==> config.mk <==
export PLATFORM = sky130hd
export DESIGN_NAME = scale_mux_arbiter
export DESIGN_NICKNAME = d
export VERILOG_FILES = /design/src/rtl/scale_mux_arbiter.sv
export SDC_FILE = /design/constraint.sdc
export NUM_CORES = 1
export LEC_CHECK = 0
export ABC_AREA = 0
export BUFFER_PORTS_ARGS = -buffer_cell sky130_fd_sc_hd__buf_2
export CORE_ASPECT_RATIO = 0.5
export CORE_UTILIZATION = 50
export CTS_CLUSTER_DIAMETER = 40
export DETAILED_ROUTE_END_ITERATION = 16
export PLACE_DENSITY = 0.75
export RECOVER_POWER = 100
export SYNTH_ARGS = -nofsm -noshare
export SYNTH_HDL_FRONTEND = slang
export SYNTH_HIERARCHICAL = 1
export SYNTH_SLANG_ARGS = --single-unit
==> constraint.sdc <==
create_clock -name clk -period 1.95 [get_ports clk]
set_input_delay 0.2925 -clock clk [delete_from_list [all_inputs] [get_ports clk]]
set_output_delay 0.2925 -clock clk [all_outputs]
set_load 0.01 [all_outputs]
==> src/rtl/scale_mux_arbiter.sv <==
// scale_mux_arbiter: two-requester round-robin arbiter in front of a one-word
// output register. A grant loads the selected payload through a shared
// scale_mux. A drain and a new grant can happen in the same cycle, which
// sustains one word per cycle. Saturating grant counters are kept per requester.

module scale_mux #(
   parameter int WIDTH = 8
) (
   input  logic             sel_a,
   input  logic [WIDTH-1:0] in_a,
   input  logic [WIDTH-1:0] in_b,
   output logic [WIDTH-1:0] out_mux
);

   assign out_mux = sel_a ? in_a : in_b;

endmodule

module scale_mux_arbiter #(
   parameter int WIDTH = 8,
   parameter int CNT_W = 16
) (
   input  logic             clk,
   input  logic             rst_,
   input  logic             req_a,
   input  logic [WIDTH-1:0] data_a,
   output logic             gnt_a,
   input  logic             req_b,
   input  logic [WIDTH-1:0] data_b,
   output logic             gnt_b,
   output logic             sel_a,
   output logic             out_valid,
   output logic [WIDTH-1:0] out_data,
   input  logic             out_ready,
   output logic [CNT_W-1:0] cnt_a,
   output logic [CNT_W-1:0] cnt_b
);

   typedef enum logic {
      EMPTY = 1'b0,
      FULL  = 1'b1
   } state_t;

   state_t           state_reg;
   logic [WIDTH-1:0] out_data_reg;
   logic             sel_reg;
   logic             last_a_reg;

   logic             free;
   logic             gnt_a_next;
   logic             gnt_b_next;
   logic             sel_next;
   logic [WIDTH-1:0] mux_data;
   logic [1:0]       gnt_vec;

   // The output register can take a new word when empty or draining this cycle.
   assign free = (state_reg == EMPTY) | out_ready;

   // Round-robin decision: a tie goes to whoever was not granted last.
   // Grants are forced low while reset is held.
   always_comb begin
      gnt_a_next = 1'b0;
      gnt_b_next = 1'b0;
      if (rst_ && free) begin
         if (req_a && (!req_b || !last_a_reg))
            gnt_a_next = 1'b1;
         else if (req_b)
            gnt_b_next = 1'b1;
      end
   end

   // The select follows the winner in the grant cycle, so the mux output is
   // valid at the loading edge. It holds the previous choice otherwise.
   assign sel_next = gnt_a_next ? 1'b1 : (gnt_b_next ? 1'b0 : sel_reg);

   scale_mux #(
      .WIDTH (WIDTH)
   ) u_mux (
      .sel_a   (sel_next),
      .in_a    (data_a),
      .in_b    (data_b),
      .out_mux (mux_data)
   );

   // EMPTY/FULL control for the output register, together with the select
   // and the priority pointer.
   always_ff @(posedge clk or negedge rst_) begin
      if (!rst_) begin
         state_reg    <= EMPTY;
         out_data_reg <= '0;
         sel_reg      <= 1'b1;
         last_a_reg   <= 1'b0;
      end else begin
         if (gnt_a_next || gnt_b_next) begin
            sel_reg    <= gnt_a_next;
            last_a_reg <= gnt_a_next;
         end
         case (state_reg)
            EMPTY: begin
               if (gnt_a_next || gnt_b_next) begin
                  state_reg    <= FULL;
                  out_data_reg <= mux_data;
               end
            end
            FULL: begin
               if (out_ready) begin
                  if (gnt_a_next || gnt_b_next)
                     out_data_reg <= mux_data;
                  else
                     state_reg <= EMPTY;
               end
            end
            default: state_reg <= EMPTY;
         endcase
      end
   end

   assign gnt_vec = {gnt_b_next, gnt_a_next};

   genvar gi;
   generate
      for (gi = 0; gi < 2; gi = gi + 1) begin : g_cnt
         logic [CNT_W-1:0] cnt_reg;
         // Count grants for one requester and stick at the all-ones value.
         always_ff @(posedge clk or negedge rst_) begin
            if (!rst_)
               cnt_reg <= '0;
            else if (gnt_vec[gi] && (cnt_reg != {CNT_W{1'b1}}))
               cnt_reg <= cnt_reg + {{(CNT_W-1){1'b0}}, 1'b1};
         end
      end
   endgenerate

   assign gnt_a     = gnt_a_next;
   assign gnt_b     = gnt_b_next;
   assign sel_a     = sel_next;
   assign out_valid = (state_reg == FULL);
   assign out_data  = out_data_reg;
   assign cnt_a     = g_cnt[0].cnt_reg;
   assign cnt_b     = g_cnt[1].cnt_reg;

endmodule
Word-level counts from Yosys, hierarchy flattened
Cells that the tools add are included.
{"block": "word_totals", "reg_bits": 43, "latchBits": 0, "ram_bits": 0, "romBits": 0, "in_bits": 21, "out_inout_bits": 44, "word_cells": 35, "mem_count": 0}
{"block": "classes", "n_addsub": 2, "n_mul": 0, "div": 0, "magnitude_cmp": 0, "n_eq_ne": 3, "shifts": 0, "mux": 14, "bitwise_logic": 2, "n_reduce_logical": 8}
{"op": "adder 16 x 1 -> 16 bit (second input constant)", "n": 2}
{"op": "!= test 16 bit (second input constant)", "n": 2}
{"op": "2-to-1 mux 8 bit", "n": 3}
{"op": "one-hot mux 8 bit (2 select lines)", "n": 1}
{"op": "2-to-1 mux 1 bit", "n": 9}
{"op": "logical AND 1 bit", "n": 4}
{"op": "zero test 1 bit", "n": 2}
{"op": "logical OR 1 bit", "n": 2}
{"op": "!= test 2 bit (second input constant)", "n": 1}
{"op": "one-hot mux 1 bit (2 select lines)", "n": 1}
{"op": "NOT 1 bit", "n": 1}
{"op": "bitwise OR 1 bit", "n": 1}

Depth between registers and ports, before layout
Gate-level depths: netlist of the first run.
{"block": "logic_depth", "ltp_word": 11, "ltp_mapped": 6}

Hierarchy
The synthesis of the first run kept the hierarchy.
{"module": "scale_mux_arbiter", "n_inst": 1, "cells_each": 185, "area_per_inst_um2": 2099.5, "seq_area_each_um2": 1077.3}
{"module": "scale_mux", "n_inst": 1, "cells_each": 9, "area_per_inst_um2": 131.4, "seq_area_each_um2": 0.0}

Worst setup path before layout of the first run
OpenSTA, ideal clock, no wires.
{"block": "synth_timing", "path_kind": "register to register", "startpoint": "register last_a_reg", "endpoint": "register out_data_reg[0], in the netlist out_data[0]", "setup_time_ns": 0.125, "t_arrival_ns": 1.770, "slack_ns": 0.055, "stages_incl_launch_ff": 7, "n_path_buf": 1, "path_cell_list": "dfrtp_1 a21boi_0 nand3_1 nand2_1 buf_6 mux2_4 mux2_2"}
{"block": "synth_between", "elab_chain_cells": 11}
{"item": "start, declared", "line_no": "47", "rtl": "logic last_a_reg;"}
{"item": "start signal, assigned", "line_no": "96", "rtl": "last_a_reg <= gnt_a_next;"}
{"item": "zero test 1 bit *", "line_no": "65", "rtl": "if (req_a && (!req_b || !last_a_reg))"}
{"item": "logical OR 1 bit *", "line_no": "65"}
{"item": "logical AND 1 bit *", "line_no": "65"}
{"item": "2-to-1 mux 1 bit", "line_no": "65"}
{"item": "2-to-1 mux 1 bit", "line_no": "64", "rtl": "if (rst_ && free) begin"}
{"item": "2-to-1 mux 1 bit", "line_no": "74", "rtl": "assign sel_next = gnt_a_next ? 1'b1 : (gnt_b_next ? 1'b0 : sel_reg);"}
{"item": "2-to-1 mux 1 bit *", "line_no": "74"}
{"item": "via sel_a", "line_no": "31", "rtl": "output logic sel_a,"}
{"item": "2-to-1 mux 8 bit *", "line_no": "15", "rtl": "assign out_mux = sel_a ? in_a : in_b;"}
{"item": "via mux_data[0]", "line_no": "53", "rtl": "logic [WIDTH-1:0] mux_data;"}
{"item": "2-to-1 mux 8 bit *", "line_no": "100, 107"}
{"item": "2-to-1 mux 8 bit", "line_no": "106", "rtl": "if (out_ready) begin"}
{"item": "one-hot mux 8 bit (2 select lines) *", "line_no": "98", "rtl": "case (state_reg)"}
{"item": "end signal, assigned", "line_no": "102", "rtl": "out_data_reg <= mux_data;"}
{"item": "end signal, assigned", "line_no": "108", "rtl": "out_data_reg <= mux_data;"}
{"item": "end, declared", "line_no": "45", "rtl": "logic [WIDTH-1:0] out_data_reg;"}
Mark *: on every way through the listed nets, which the timed path passes. The rest lies on a longest branch. The select of a mux whose other input is x is not followed.
A chain may end at the register's enable or synchronous reset.

Worst setup path after layout of the first run
{"block": "layout_timing", "startpoint": "register state_reg, in the netlist out_valid", "endpoint": "output gnt_b"}
{"block": "layout_between", "elab_chain_cells": 4}
{"item": "start, declared", "line_no": "44", "rtl": "state_t state_reg;"}
{"item": "start signal, assigned", "line_no": "89", "rtl": "state_reg <= EMPTY;"}
{"item": "start signal, assigned", "line_no": "101", "rtl": "state_reg <= FULL;"}
{"item": "start signal, assigned", "line_no": "110", "rtl": "state_reg <= EMPTY;"}
{"item": "NOT 1 bit"}
{"item": "bitwise OR 1 bit", "line_no": "57", "rtl": "assign free = (state_reg == EMPTY) | out_ready;"}
{"item": "logical AND 1 bit", "line_no": "64"}
{"item": "2-to-1 mux 1 bit", "line_no": "64"}
{"item": "end, declared", "line_no": "30", "rtl": "output logic gnt_b,"}
No other way between the ends.

==> impl_metrics.ini, run 1 <==
[global_routing]
first_global_vias = 1741
grt_overflow_total = 0
grt_util_met1_pct = 27.5
globalRouteMet3Util_pct = 6.70
groute.layer.met2.usage_pct = 37.4
grt_usage_pct = 22.4
grt_max_degree = 33
antenna_found_initial = 0
top_usage_layer = met2
grt_pass1_wl_um = 8000

[timing]
finalMaxSlewViolations = 0
max_freq_mhz = 535
worstMarginPinSlew_ns = 0.796
min_period_ns = 1.87
holdWs_ns = 0.231
finalClockSkew_ns = 0.00563
finalCritPeriodShare_pct = 95.8
fin_tns_setup_ns = 0
rsz0062_at_grt = no
finalSetupViolCount = 0
slew_headroom_pct = 46.9
hold_viol = 0

[clock_network]
cts_root_buf = clkbuf_8
cts_tree = done
path_clk_slew_ns = 0.08
cts_buffers = 5
cts_num_sinks = 43
cts_buffer_depth = 2
htreeDepth = 2
clk_latency_ns = 0.30

[synth]
synth.most_common_cell = dfrtp_1
seq_area_frac_synth_pct = 48.3
synth_warnings = 6
ys_async_sr_fraction_pct = 100
synth.cell_area_mm2 = 0.00223
synth_edf_count = 0
yosysUniqueCellTypes = 44
synth_area_leaders = dfrtp_1 (47%), mux2_4 (5.4%), mux2_2 (5.0%)
synth-main-ff-cell = dfrtp_1
synth-seq-cells = 43
netlist.area_leader.share_pct = 47.1
synth_common_cells = dfrtp_1 (42), nand4_1 (15), xor2_1 (12), nand3_1 (11), xnor2_1 (11)
yosysTopAreaCell = dfrtp_1
syn-instance-count = 194
syn-num-nets = 217
syn_area_per_cell_um2 = 11.5

[flow_run]
max-cap-violations = 0

[floorplan]
core_mm2 = 0.00408
die_h_um = 49.2
io-pin-count = 65
fp-row-count = 16
die_w_um = 96.5
die-area_mm2 = 0.00475
initial_core_util_pct = 54.6

[hold_path]
hold_path_class = input pin to asynchronous set/reset pin

[worst_setup_path]
critical-path-slowest-cell = or3_4
arrival_ns = 1.58
cp.required_ns = 1.66
cp_top_family = simple AND/OR/NAND/NOR gates
cp_max_fo = 14
timing.critical_path.buf_inv = 2
end_kind = output port
cp_slowest_stage_delay_ns = 0.42
crit_type = register to output port
crit_chain = nor2b_4 > or3_4 > inv_4 > clkbuf_1
critPathLaunchType = register

[power_and_ir_drop]
combPwrFrac_pct = 29.4
p_per_area_mw_per_mm2 = 1000
switchingPower_w = 0.000921
peakVddDrop_mv = 0.457
sw_frac_of_total_pct = 33.9
p_leak_nw = 1.24
seqPwrFrac_pct = 48.0
internal_power_w = 0.00180
clkPwrFrac_pct = 22.6
p_total_w = 0.00272

[final_layout]
nFillCells = 367
syn_to_final_growth_pct = 21.5
finish.utilization_pct = 66.4
num_antenna_cells = 0
multi_input_area_mm2 = 0.00109
finalNetCount = 298
drive_gt1_share_pct = 23.6
final-seq-area_mm2 = 0.00108

[placed_design]
gp_congestion = 0.840
dp_hpwl_um = 3620
io_buffers = 64

[route]
wirelength_um = 4820
drc_errors = 0
detailroute.via_count = 1836
drt_iter0_drc = 36
antenna_left = 0
wire_per_inst_um = 14.6
dr.pass1.iters = 6
via_per_inst = 5.56

[outcome]
outcome = completed
-- power groups by stage --
stage | clock network, W | logic [W] | registers, W
floorplan | 0 | 0.000425 | 0.00139
CTS | 0.000636 | 0.000889 | 0.00130
global route | 0.000681 | 0.000882 | 0.00134
global placement | 0 | 0.000865 | 0.00131
detailed placement | 0 | 0.000882 | 0.00131
finish | 0.000615 | 0.000799 | 0.00131
-- final timing paths --
check | startpoint | end | slack (ns) | cells past startpoint
max | out_valid | gnt_b | 0.08 | 4
min | rst_ | sel_reg | 0.23 | 2
max reg2reg | cnt_b[0] | cnt_b[9] | 0.12 | 5
min reg2reg | out_data[4] | out_data[4] | 0.51 | 1
max in group asynchronous | rst_ | cnt_b[8] | 0.94 | 3
min in group clk | data_a[0] | out_data[0] | 0.35 | 3
-- per-layer routing --
metal,up-vias,share of wire (%)
li1,881,-
met1,894,46
met2,52,47
met3,9,5.2
met4,0,1.7
met5,-,0
-- through the flow --
stage | cells | worst slack (ns) | area, um^2
finish | 330 | 0.0813 | 2710
global route | 330 | 0.0156 | 2710
CTS | 330 | 0.0758 | 2820
detailed placement | 320 | 0.126 | 2700
global placement | 320 | 0.192 | 2700
floorplan | 194 | 0.0550 | 2230
-- area by class of cell --
| type | count | share of cell area, % |
|---|---|---|
| Clock buffer | 8 | 3.69 |
| Inverter | 5 | 0.784 |
| Multi-Input combinational cell | 142 | 40.3 |
| Sequential cell | 43 | 39.7 |
| Tap cell | 54 | 2.49 |
| Timing Repair Buffer | 78 | 13.0 |
-- what timing repair did --
action / 4_1_cts / 5_1_grt
gates resized for setup: 1 / 0
hold buffers: 2 / 0
buffers inserted: 0 / 0
endpoints found under the hold margin: 10 / 0
endpoints found under the setup margin: 1 / 0
-- cell families (layout without fill, tap and decap cells) --
kind of cell / after synthesis / after routing / synth area share (%)
xor gates and xnor gates: 24 / 24 / 9.76
adders and majority gates: 2 / 2 / 1.12
buffers and inverters: 9 / 91 / 1.96
DFF: 43 / 43 / 48.3
and+or+nand+nor: 80 / 80 / 22.7
muxes: 22 / 22 / 12.3
AOI/OAI and AO/OA: 14 / 14 / 3.93
-- layout by cell type (no fill, tap or decap), types with 3 or more instances in the layout --
master and instances:
xnor2_1 11, buf_4 4, a21oi_1 4, nor2_1 5, nand4_1 15, o211ai_1 3
nor3_1 4, nand2_1 9, and4_1 5, mux2_4 8, and2_1 3, clkbuf_8 7
mux2i_1 3, xor2_1 12, buf_2 22, mux2_2 10, clkbuf_1 49, nor4_1 9
and3_1 5, o21ai_0 3, nand3_1 11, dfrtp_1 42, inv_1 3
No activity file was read; power rests on OpenSTA's default activity.
==> inputs of run 2 (changes only) <==
--- a/config.mk
+++ b/config.mk
@@ -8,12 +8,11 @@
 export ABC_AREA = 0
 export BUFFER_PORTS_ARGS = -buffer_cell sky130_fd_sc_hd__buf_2
 export CORE_ASPECT_RATIO = 0.5
-export CORE_UTILIZATION = 50
+export CORE_UTILIZATION = 35
 export CTS_CLUSTER_DIAMETER = 40
 export DETAILED_ROUTE_END_ITERATION = 16
-export PLACE_DENSITY = 0.75
+export PLACE_DENSITY_LB_ADDON = 0.08
 export RECOVER_POWER = 100
 export SYNTH_ARGS = -nofsm -noshare
 export SYNTH_HDL_FRONTEND = slang
-export SYNTH_HIERARCHICAL = 1
 export SYNTH_SLANG_ARGS = --single-unit
==> run 2 against run 1 <==
Net effect:
- utilization decreased by 17 points
- flip-flop and latch count unchanged
- cell area decreased by 4.9%
- clock power increased by 76%
==> impl_metrics.ini, run 2 <==
[outcome]
outcome = completed

[clock_network]
cts_tree = done
cts_setup_buffers = 0
clk_latency_ns = 0.29
cts_root_buf = clkbuf_16
cts_buffers = 5
cts-resized-gates = 0
cts_buffer_depth = 2
htreeDepth = 2
hold_buffers = 0
cts_num_sinks = 43
path_clk_slew_ns = 0.06

[worst_setup_path]
timing.rr.end = cnt_a[1]
cp_max_fo = 6
r2r-start = cnt_a[0]
end_kind = register
cp_slowest_stage_delay_ns = 0.52
timing.critical_path.buf_inv = 0
cp.required_ns = 2.12
cp_top_family = simple AND/OR/NAND/NOR gates
r2r_setup_slack_ns = 0.14
crit_chain = ha_1 > nand3_1 > or4_4 > nand2_4 > mux2_1
arrival_ns = 1.98
reg2reg_depth = 5
critical-path-slowest-cell = or4_4
crit_type = register to register
critPathLaunchType = register

[synth]
netlist.area_leader.share_pct = 52.8
yosysTopAreaCell = dfrtp_1
ys_async_sr_fraction_pct = 100
synth_warnings = 0
yosysUniqueCellTypes = 30
synth_area_leaders = dfrtp_1 (53%), xor2_1 (6.6%), nand2_1 (5.8%)
syn-instance-count = 194
syn-num-nets = 217
seq_area_frac_synth_pct = 54.1
synth-seq-cells = 43
syn_area_per_cell_um2 = 10.3
synth-main-ff-cell = dfrtp_1
synth.cell_area_mm2 = 0.00199
synth.most_common_cell = dfrtp_1
synth_common_cells = dfrtp_1 (42), nand2_1 (31), nor2_1 (22), xor2_1 (15), xnor2_1 (13)
synth_edf_count = 0

[global_routing]
grt_max_degree = 31
grt_usage_pct = 16.6
grt_pass1_wl_um = 7720
antenna_found_initial = 0
first_global_vias = 1616
grt_overflow_total = 0

[timing]
worstMarginPinSlew_ns = 0.760
holdWs_ns = 0.107
max_freq_mhz = 552
slew_headroom_pct = 49.4
finalCritPeriodShare_pct = 92.9
finalMaxSlewViolations = 0
finalClockSkew_ns = 0.00613
min_period_ns = 1.81
rsz0062_at_grt = no
fin_tns_setup_ns = 0
finalSetupViolCount = 0
hold_viol = 0

[power_and_ir_drop]
switchingPower_w = 0.000884
sw_frac_of_total_pct = 29.9
peakVddDrop_mv = 0.497
combPwrFrac_pct = 20.6
p_per_area_mw_per_mm2 = 1150
seqPwrFrac_pct = 42.9
p_leak_nw = 1.17
internal_power_w = 0.00207
p_total_w = 0.00296
clkPwrFrac_pct = 36.6

[placed_design]
dp_hpwl_um = 3260
gp_congestion = 0.742
dp.cells = 334
io_buffers = 64

[final_layout]
drive_gt1_share_pct = 16.9
finish.utilization_pct = 49.6
finalNetCount = 294
num_antenna_cells = 0
syn_to_final_growth_pct = 29.5
final_cell_mix = clkbuf_1 (46), dfrtp_1 (42), nand2_1 (31)
final_common_cell = clkbuf_1
final_cells = 342

[route]
dr.pass1.iters = 4
detailroute.via_count = 1629
wirelength_um = 4450
via_per_inst = 4.76
wire_per_inst_um = 13.0
drt_iter0_drc = 63
drc_errors = 0
antenna_left = 0

[floorplan]
fp-row-count = 18
core_mm2 = 0.00520
die_h_um = 55.3
initial_core_util_pct = 38.3
die_w_um = 109
die-area_mm2 = 0.00602
io-pin-count = 65

[hold_path]
hold_path_class = input pin to asynchronous set/reset pin

[flow_run]
max-cap-violations = 0
## run 2: cell types whose count changed after synthesis, sizes merged, moves of 4 or more
cell and delta:
a21oi -4, and4 -5, a31oi +7, mux2 -17, nor3 +4, nand4 -4, nand2 +21, nor2 +15
nor4 -7, and3 -5
## run 2: logic make-up (layout without fill, tap and decap cells)
logic type / count (synthesis) / in the layout / synth area share (%)
AND/OR/NAND/NOR: 94 / 94 / 23.7
flip-flops: 43 / 43 / 54.1
XOR/XNOR: 28 / 28 / 12.3
AO/OA/AOI/OAI: 13 / 13 / 5.21
buffers and inverters: 12 / 90 / 2.32
adder cells (fa/ha/maj): 2 / 2 / 1.26
multiplexers: 2 / 2 / 1.13
## run 2: metal layers
| layer | wire [um] | share of wire, % | GRT usage [%] | up-vias |
|---|---|---|---|---|
| met1 | 2120 | 48 | 21.0 | 776 |
| met2 | 2090 | 47 | 26.4 | 30 |
| met5 | 0 | 0 | 0 | - |
| met4 | 64 | 1.4 | 6.95 | 0 |
| met3 | 180 | 4.0 | 5.08 | 7 |
| li1 | - | - | - | 816 |
## run 2: area by class of cell
cell class / count / area [um^2]
fillers: 523 / 2620
flip-flops and latches: 43 / 1080
multi-input cells: 139 / 870
repair buffers: 73 / 318
clock buffers: 5 / 125
well taps: 70 / 87.6
clock inverters: 3 / 67.6
inverters: 9 / 33.8
## run 2: metrics by stage
stage	worst slack (ns)	instance area (um^2)
detailed placement	0.0781	2450
global placement	0.150	2450
floorplan	0.101	1990
finish	0.139	2580
global route	0.00145	2580
CTS	0.0702	2650
## run 2: power groups by stage
stage | Clock, W | Combinational (W) | Sequential, W
after global routing | 0.00116 | 0.000692 | 0.00130
after detailed placement | 0 | 0.000670 | 0.00128
after floorplan | 0 | 0.000273 | 0.00134
after global placement | 0 | 0.000665 | 0.00126
final | 0.00108 | 0.000607 | 0.00127
after CTS | 0.00111 | 0.000674 | 0.00126
## run 2: worst max path at each step
stage | from | endpoint | slack [ns] | cells after the start
5_1_grt | cnt_b[1] | cnt_b[11] | 0.001 | 6
6_report | cnt_a[0] | cnt_a[1] | 0.14 | 5
3_5_place_dp | cnt_a[0] | cnt_a[1] | 0.08 | 5
4_1_cts | cnt_a[0] | cnt_a[1] | 0.07 | 5
3_3_place_gp | cnt_a[0] | cnt_a[1] | 0.15 | 5
2_1_floorplan | cnt_a[0] | cnt_a[1] | 0.10 | 5
